`config.mk`:
```
export PLATFORM = sky130hd
export DESIGN_NAME = int_to_floating_converter
export DESIGN_NICKNAME = d
export VERILOG_FILES = /design/src/rtl/fp_pkg.sv /design/src/rtl/fp_round_nearest_even.sv /design/src/rtl/int_to_floating_converter.sv
export SDC_FILE = /design/constraint.sdc
export NUM_CORES = 1
export LEC_CHECK = 0
export ABC_AREA = 1
export CORE_AREA = 3 3 105 107
export DETAILED_ROUTE_END_ITERATION = 8
export DIE_AREA = 0 0 108 110
export PLACE_DENSITY = 0.72
export SETUP_SLACK_MARGIN = 0.02
export SYNTH_ARGS = -nofsm -noshare
export SYNTH_HDL_FRONTEND = slang
export SYNTH_SLANG_ARGS = --single-unit
```
`constraint.sdc`:
```
create_clock -name clk_in -period 4.93 [get_ports clk_in]
set_clock_uncertainty 0.05 [all_clocks]
set_input_delay 0.493 -clock clk_in [delete_from_list [all_inputs] [get_ports clk_in]]
set_output_delay 0.493 -clock clk_in [all_outputs]
set_load 0.005 [all_outputs]
```
`src/rtl/fp_pkg.sv`:
```
// fp_pkg
// Shared constants and helpers for the floating-point operand path
// (int_to_floating_converter producer and floating_point_addition consumer).
//   - width/bias constants for IEEE-754 single precision
//   - converter FSM state enum
//   - packed-float field-slice helpers {sign, exponent, mantissa}
package fp_pkg;

   localparam int DATA_WIDTH = 32;
   localparam int MENT_WIDTH = 23;
   localparam int EXPO_WIDTH = 8;
   localparam int EXPO_BIAS  = 127;

   typedef enum logic [1:0] {
      ST_IDLE  = 2'd0,
      ST_NORM  = 2'd1,
      ST_ROUND = 2'd2,
      ST_HOLD  = 2'd3
   } conv_state_e;

   function automatic logic fp_sign(input logic [DATA_WIDTH-1:0] f);
      return f[DATA_WIDTH-1];
   endfunction

   function automatic logic [EXPO_WIDTH-1:0] fp_expo(input logic [DATA_WIDTH-1:0] f);
      return f[DATA_WIDTH-2 -: EXPO_WIDTH];
   endfunction

   function automatic logic [MENT_WIDTH-1:0] fp_ment(input logic [DATA_WIDTH-1:0] f);
      return f[MENT_WIDTH-1:0];
   endfunction

   function automatic logic [DATA_WIDTH-1:0] fp_pack(input logic s,
                                                     input logic [EXPO_WIDTH-1:0] e,
                                                     input logic [MENT_WIDTH-1:0] m);
      return {s, e, m};
   endfunction

endpackage

```
`src/rtl/fp_round_nearest_even.sv`:
```
// fp_round_nearest_even
// Combinational round-to-nearest-even of a truncated mantissa.
//   ment_in     : kept mantissa bits (hidden bit excluded)
//   guard_in    : first discarded bit
//   sticky_in   : OR of all remaining discarded bits
//   ment_out    : rounded mantissa (wraps to 0 on carry)
//   carry_out   : increment overflowed the mantissa; caller bumps exponent
//   inexact_out : any discarded bit was nonzero
module fp_round_nearest_even
   import fp_pkg::*;
#(
   parameter int MENT_WIDTH = fp_pkg::MENT_WIDTH
) (
   input  logic [MENT_WIDTH-1:0] ment_in,
   input  logic                  guard_in,
   input  logic                  sticky_in,
   output logic [MENT_WIDTH-1:0] ment_out,
   output logic                  carry_out,
   output logic                  inexact_out
);

   logic round_up;

   // Above half rounds up; exactly half rounds up only when LSB is odd.
   assign round_up    = guard_in & (sticky_in | ment_in[0]);
   assign {carry_out, ment_out} = {1'b0, ment_in} + {{MENT_WIDTH{1'b0}}, round_up};
   assign inexact_out = guard_in | sticky_in;

endmodule

```
`src/rtl/int_to_floating_converter.sv`:
```
// int_to_floating_converter
// Multi-cycle signed integer -> IEEE-754 single converter, producer of the
// floating-point operand stream. One conversion in flight at a time.
//   clk_in, rstn_in          : clock, async active-low reset
//   int_valid_in/ready_out   : integer input handshake (ready only in IDLE)
//   int_data_in              : two's-complement integer
//   float_valid_out/ready_in : result handshake (valid only in HOLD)
//   floating_out             : {sign, exponent, mantissa}
//   inexact_out              : result was rounded, qualified by float_valid_out
module int_to_floating_converter #(
   parameter int DATA_WIDTH = fp_pkg::DATA_WIDTH,
   parameter int MENT_WIDTH = fp_pkg::MENT_WIDTH,
   parameter int EXPO_WIDTH = fp_pkg::EXPO_WIDTH,
   parameter int INT_WIDTH  = 32,
   parameter int EXPO_BIAS  = fp_pkg::EXPO_BIAS
) (
   input  logic                  clk_in,
   input  logic                  rstn_in,
   input  logic                  int_valid_in,
   output logic                  int_ready_out,
   input  logic [INT_WIDTH-1:0]  int_data_in,
   output logic                  float_valid_out,
   input  logic                  float_ready_in,
   output logic [DATA_WIDTH-1:0] floating_out,
   output logic                  inexact_out
);

   import fp_pkg::*;

   localparam int XW  = EXPO_WIDTH + 1;
   // Bit index of the guard bit once the leading one sits at the MSB.
   localparam int GRD = INT_WIDTH - 2 - MENT_WIDTH;
   localparam logic [XW-1:0] EXPO_INIT = XW'(EXPO_BIAS + INT_WIDTH - 1);

   conv_state_e           state_q, state_d;
   logic                  sign_q, sign_d;
   logic [INT_WIDTH-1:0]  mag_q, mag_d;
   logic [XW-1:0]         expo_q, expo_d;
   logic [DATA_WIDTH-1:0] float_q, float_d;
   logic                  inexact_q, inexact_d;

   logic [MENT_WIDTH-1:0] rnd_ment;
   logic                  rnd_carry;
   logic                  rnd_inexact;
   logic [XW-1:0]         expo_rnd;

   // Leading one is implicit; mantissa is the bits just below the MSB.
   fp_round_nearest_even #(.MENT_WIDTH(MENT_WIDTH)) u_round (
      .ment_in     (mag_q[INT_WIDTH-2 -: MENT_WIDTH]),
      .guard_in    (mag_q[GRD]),
      .sticky_in   (|mag_q[GRD-1:0]),
      .ment_out    (rnd_ment),
      .carry_out   (rnd_carry),
      .inexact_out (rnd_inexact)
   );

   assign expo_rnd = expo_q + {{(XW-1){1'b0}}, rnd_carry};

   always_comb begin
      state_d   = state_q;
      sign_d    = sign_q;
      mag_d     = mag_q;
      expo_d    = expo_q;
      float_d   = float_q;
      inexact_d = inexact_q;
      case (state_q)
         ST_IDLE: begin
            if (int_valid_in) begin
               sign_d = int_data_in[INT_WIDTH-1];
               // Most negative value negates to itself, which is the correct
               // unsigned magnitude 2^(INT_WIDTH-1).
               mag_d  = int_data_in[INT_WIDTH-1] ? (~int_data_in + 1'b1) : int_data_in;
               expo_d = EXPO_INIT;
               if (int_data_in == '0) begin
                  sign_d    = 1'b0;
                  float_d   = '0;
                  inexact_d = 1'b0;
                  state_d   = ST_HOLD;
               end else begin
                  state_d = ST_NORM;
               end
            end
         end
         ST_NORM: begin
            if (mag_q[INT_WIDTH-1]) begin
               state_d = ST_ROUND;
            end else begin
               mag_d  = mag_q << 1;
               expo_d = expo_q - 1'b1;
            end
         end
         ST_ROUND: begin
            float_d   = {sign_q, expo_rnd[EXPO_WIDTH-1:0], rnd_ment};
            inexact_d = rnd_inexact;
            state_d   = ST_HOLD;
         end
         ST_HOLD: begin
            if (float_ready_in) state_d = ST_IDLE;
         end
         default: state_d = ST_IDLE;
      endcase
   end

   always_ff @(posedge clk_in or negedge rstn_in) begin
      if (!rstn_in) begin
         state_q   <= ST_IDLE;
         sign_q    <= 1'b0;
         mag_q     <= '0;
         expo_q    <= '0;
         float_q   <= '0;
         inexact_q <= 1'b0;
      end else begin
         state_q   <= state_d;
         sign_q    <= sign_d;
         mag_q     <= mag_d;
         expo_q    <= expo_d;
         float_q   <= float_d;
         inexact_q <= inexact_d;
      end
   end

   // Handshake flags decode from registered state only.
   assign int_ready_out   = (state_q == ST_IDLE);
   assign float_valid_out = (state_q == ST_HOLD);
   assign floating_out    = float_q;
   assign inexact_out     = inexact_q;

endmodule
```
==> results by group <==
Outcome
  • Status: finished clean

GRT
  • Grt peak-use layer: met2
  • Met2 usage: 0.358
  • Met1 Resource Use GR: 0.346
  • Met3 GRT Util: 0.0204
  • Largest net degree at the start of global routing: 77
  • First-pass GRT wire length: 22.1 mm
  • GRT Total Usage: 0.234
  • Initial antenna violation count: 0
  • Vias in the first global route: 4,504
  • Gr ovfl total: 0

Timing
  • Min Tclk post-route: 3100 ps
  • Maximum clock rate: 0.322 GHz
  • Setup tns final: 0 ps
  • Max Transition Viols Final: 0
  • RSZ-0062 raised after global routing: no
  • Finish-stage setup viols: 0
  • Final period util: 0.630
  • Worst Tran Pin Value: 1160 ps
  • Slew HR: 0.223
  • Hold Vio Cnt, Final: 0

Floorplanning
  • Core area: 10,200 µm²
  • Die Area: 11,900 µm²
  • Die height: 110 µm
  • Core Rows: 37
  • Chip width: 108 µm
  • Starting Density: 0.497
  • IO Pins: 71

Routing
  • Drt pass-1 iters: 5
  • Via/cell ratio: 5.30
  • DR vias: 5,026
  • Drc violations: 0
  • Post-DRT Antenna Nets: 0
  • Drt initial violations: 393
  • DR WL/cell: 14.2 µm
  • WL final: 13.4 mm

Synth
  • Yosys cell types: 36
  • Synth warnings: 0
  • Post-Synthesis Cells: 750
  • Synth Register Bits: 76
  • Synth area leaders: dfrtp_1 37%, nand2_1 14%, nand3_1 7.6%
  • Yosys top cell area share: 0.374
  • Register area share after synthesis: 0.374
  • Net Count, Synth: 795
  • Post-synth top area cell: dfrtp_1
  • Syn Area/Cell: 6.78 µm²
  • Synthesized cell area: 5080 µm²

Critical path
  • Maximum fanout along the worst path: 7
  • WP data arrival: 3310 ps
  • Startpoint types: flop
  • Critical Path RT: 5130 ps
  • Worst setup EP type: flop
  • Setup CP Type: reg -> reg

Pwr
  • Worst vdd ir: 0.000271 V
  • Pwr Density: 543 nW/µm²
  • Comb pwr share: 0.473
  • Leak Pwr: 2.90 nW
  • Pint: 1.90 mW
  • Overall Power: 3.32 mW
  • Sw frac: 0.429
  • Seq pwr share: 0.335
  • Clk pwr share: 0.192
  • Sw Pwr: 1.42 mW

Clock network
  • Root Buffer Master: clkbuf_8
  • CTS tree: done
  • Total CTS buffers: 9
  • Setup Buffers After CTS: 0
  • # hold bufs at CTS: 0
  • Bufs on Longest Clock Path: 2
  • Clk Latency, worst-skew pair: 360 ps
  • Clock transition at path regs: 90 ps
  • Clk sink count: 76
  • Post-cts resize count: 0
  • H-tree levels: 3

Final layout
  • Diode count: 0
  • Area delta synth->final: 20.4%
  • Share of layout cells above drive strength 1: 0.0566
  • Layout net count: 853
  • Fill cells: 993

Placed design
  • GP Congestion: 0.900
  • PortBufs: 70
  • Hpwl dp: 10.2 mm

Flow run
  • Max cap viols: 0

Hold path
  • Hold/Removal Path Class: in -> async
cells by family (layout without fill, tap and decap cells):
kind of cell,after synthesis,count (layout),share of synthesized area
compound gates,134,134,0.150
flops,76,76,0.374
fa+ha+maj,9,9,0.0222
buf+inv,109,172,0.0876
simple gates,420,420,0.363
xor+xnor,2,2,0.00345
synth_stat cells:
cell,instances
o21a_1,1
inv_1,80
nor2_2,4
o21bai_1,3
nand3_1,77
a21oi_4,1
or2_2,1
o221ai_1,4
inv_4,1
o21ai_1,12
nor2_1,89
inv_2,1
clkbuf_1,15
buf_2,9
nor2_8,1
nand3b_1,6
and3_1,1
a21oi_1,54
o22ai_1,3
a21o_1,1
nor4_1,1
ha_1,9
a211oi_1,1
buf_6,3
nor2_4,1
nor3_1,15
nand4_4,1
nand2_1,195
nand4_1,14
a31oi_1,1
o21ai_0,35
nand2_2,14
xor2_1,2
a22oi_1,15
dfrtp_1,76
o211ai_1,3
stage by stage:
| step | instance area [µm²] | hold WS, ps | utilization | instances | worst slack, ps |
|---|---|---|---|---|---|
| finish | 6120 | 199 | 0.598 | 949 | 1830 |
| global route | 6120 | 320 | 0.598 | 949 | 1460 |
| CTS | 6120 | 261 | 0.598 | 949 | 1820 |
| detailed placement | 5850 | 422 | 0.571 | 933 | 1770 |
| global placement | 5850 | 414 | 0.571 | 933 | 1820 |
| floorplan | 5080 | 147 | - | 750 | 2390 |
area by class of cell:
class | count | area, µm² | share of cell area
Tap cell | 136 | 170 | 0.0278
Multi-Input combinational cell | 565 | 2740 | 0.447
Clock buffer | 10 | 138 | 0.0225
Inverter | 82 | 310 | 0.0507
Sequential cell | 76 | 1900 | 0.311
Clock inverter | 6 | 135 | 0.0221
Timing Repair Buffer | 74 | 728 | 0.119
registers in the layout, indices dropped and copies added (netlist names):
name	cells
expo_q	8
state_q	2
mag_q	32
inexact_out	1
sign_q	1
floating_out	32
routing by layer:
metal	up-vias	routed length (µm)
met5	-	0
met4	0	265
met3	18	745
met2	174	5810
met1	2248	6610
li1	2586	-
power groups by stage:
| stage | Sequential (mW) | Clock [mW] | Combinational, mW |
|---|---|---|---|
| finish | 1.11 | 0.639 | 1.57 |
| detailed placement | 1.12 | 0 | 1.56 |
| floorplan | 1.06 | 0 | 1.08 |
| global route | 1.15 | 0.671 | 1.78 |
| global placement | 1.11 | 0 | 1.53 |
| CTS | 1.10 | 0.647 | 1.57 |
worst max-delay path, stage by stage (launching register included):
cell	delay (ps)
dfrtp_1	370
nand2_1	120
nor2_2	270
nand3_1	180
nor2_1	260
nand4_1	140
nor4_1	400
ha_1	230
nand2_1	60
nor2_1	200
inv_1	80
nor2_1	190
nand3_1	120
o21ai_0	110
nor3_1	70
nand2_1	90
nand2_1	50
layout by cell type, fill, tap and decap left out, types with 2 or more instances in the layout:
cell             synthesis  routed
dfrtp_1                 76      76
nand3b_1                 6       6
o211ai_1                 3       3
clkinvlp_4               0       2
nand2_1                195     195
buf_4                    0       5
nor2_2                   4       4
nand4_1                 14      14
nand2_2                 14      14
xor2_1                   2       2
nor3_1                  15      15
o21ai_0                 35      35
bufinv_16                0       4
o22ai_1                  3       3
o221ai_1                 4       4
clkdlybuf4s50_1          0      69
nor2_1                  89      89
o21ai_1                 12      12
a22oi_1                 15      15
nand3_1                 77      77
inv_1                   80      80
a21oi_1                 54      54
ha_1                     9       9
clkbuf_8                 0      10
o21bai_1                 3       3
path summary, 6_finish.rpt:
check	cells after the start	to	slack [ps]	start
max in group asynchronous	1	floating_out[12]$_DFFE_PN0P_	3970	rstn_in
hold reg to reg	2	floating_out[12]$_DFFE_PN0P_	440	floating_out[12]$_DFFE_PN0P_
min in group clk_in	2	floating_out[12]$_DFFE_PN0P_	440	floating_out[12]$_DFFE_PN0P_
hold / removal	1	floating_out[16]$_DFFE_PN0P_	200	rstn_in
setup reg to reg	16	floating_out[29]$_DFFE_PN0P_	1830	mag_q[7]$_DFFE_PN0P_
setup / recovery	16	floating_out[29]$_DFFE_PN0P_	1830	mag_q[7]$_DFFE_PN0P_
Power figures use the tool's default switching activity.
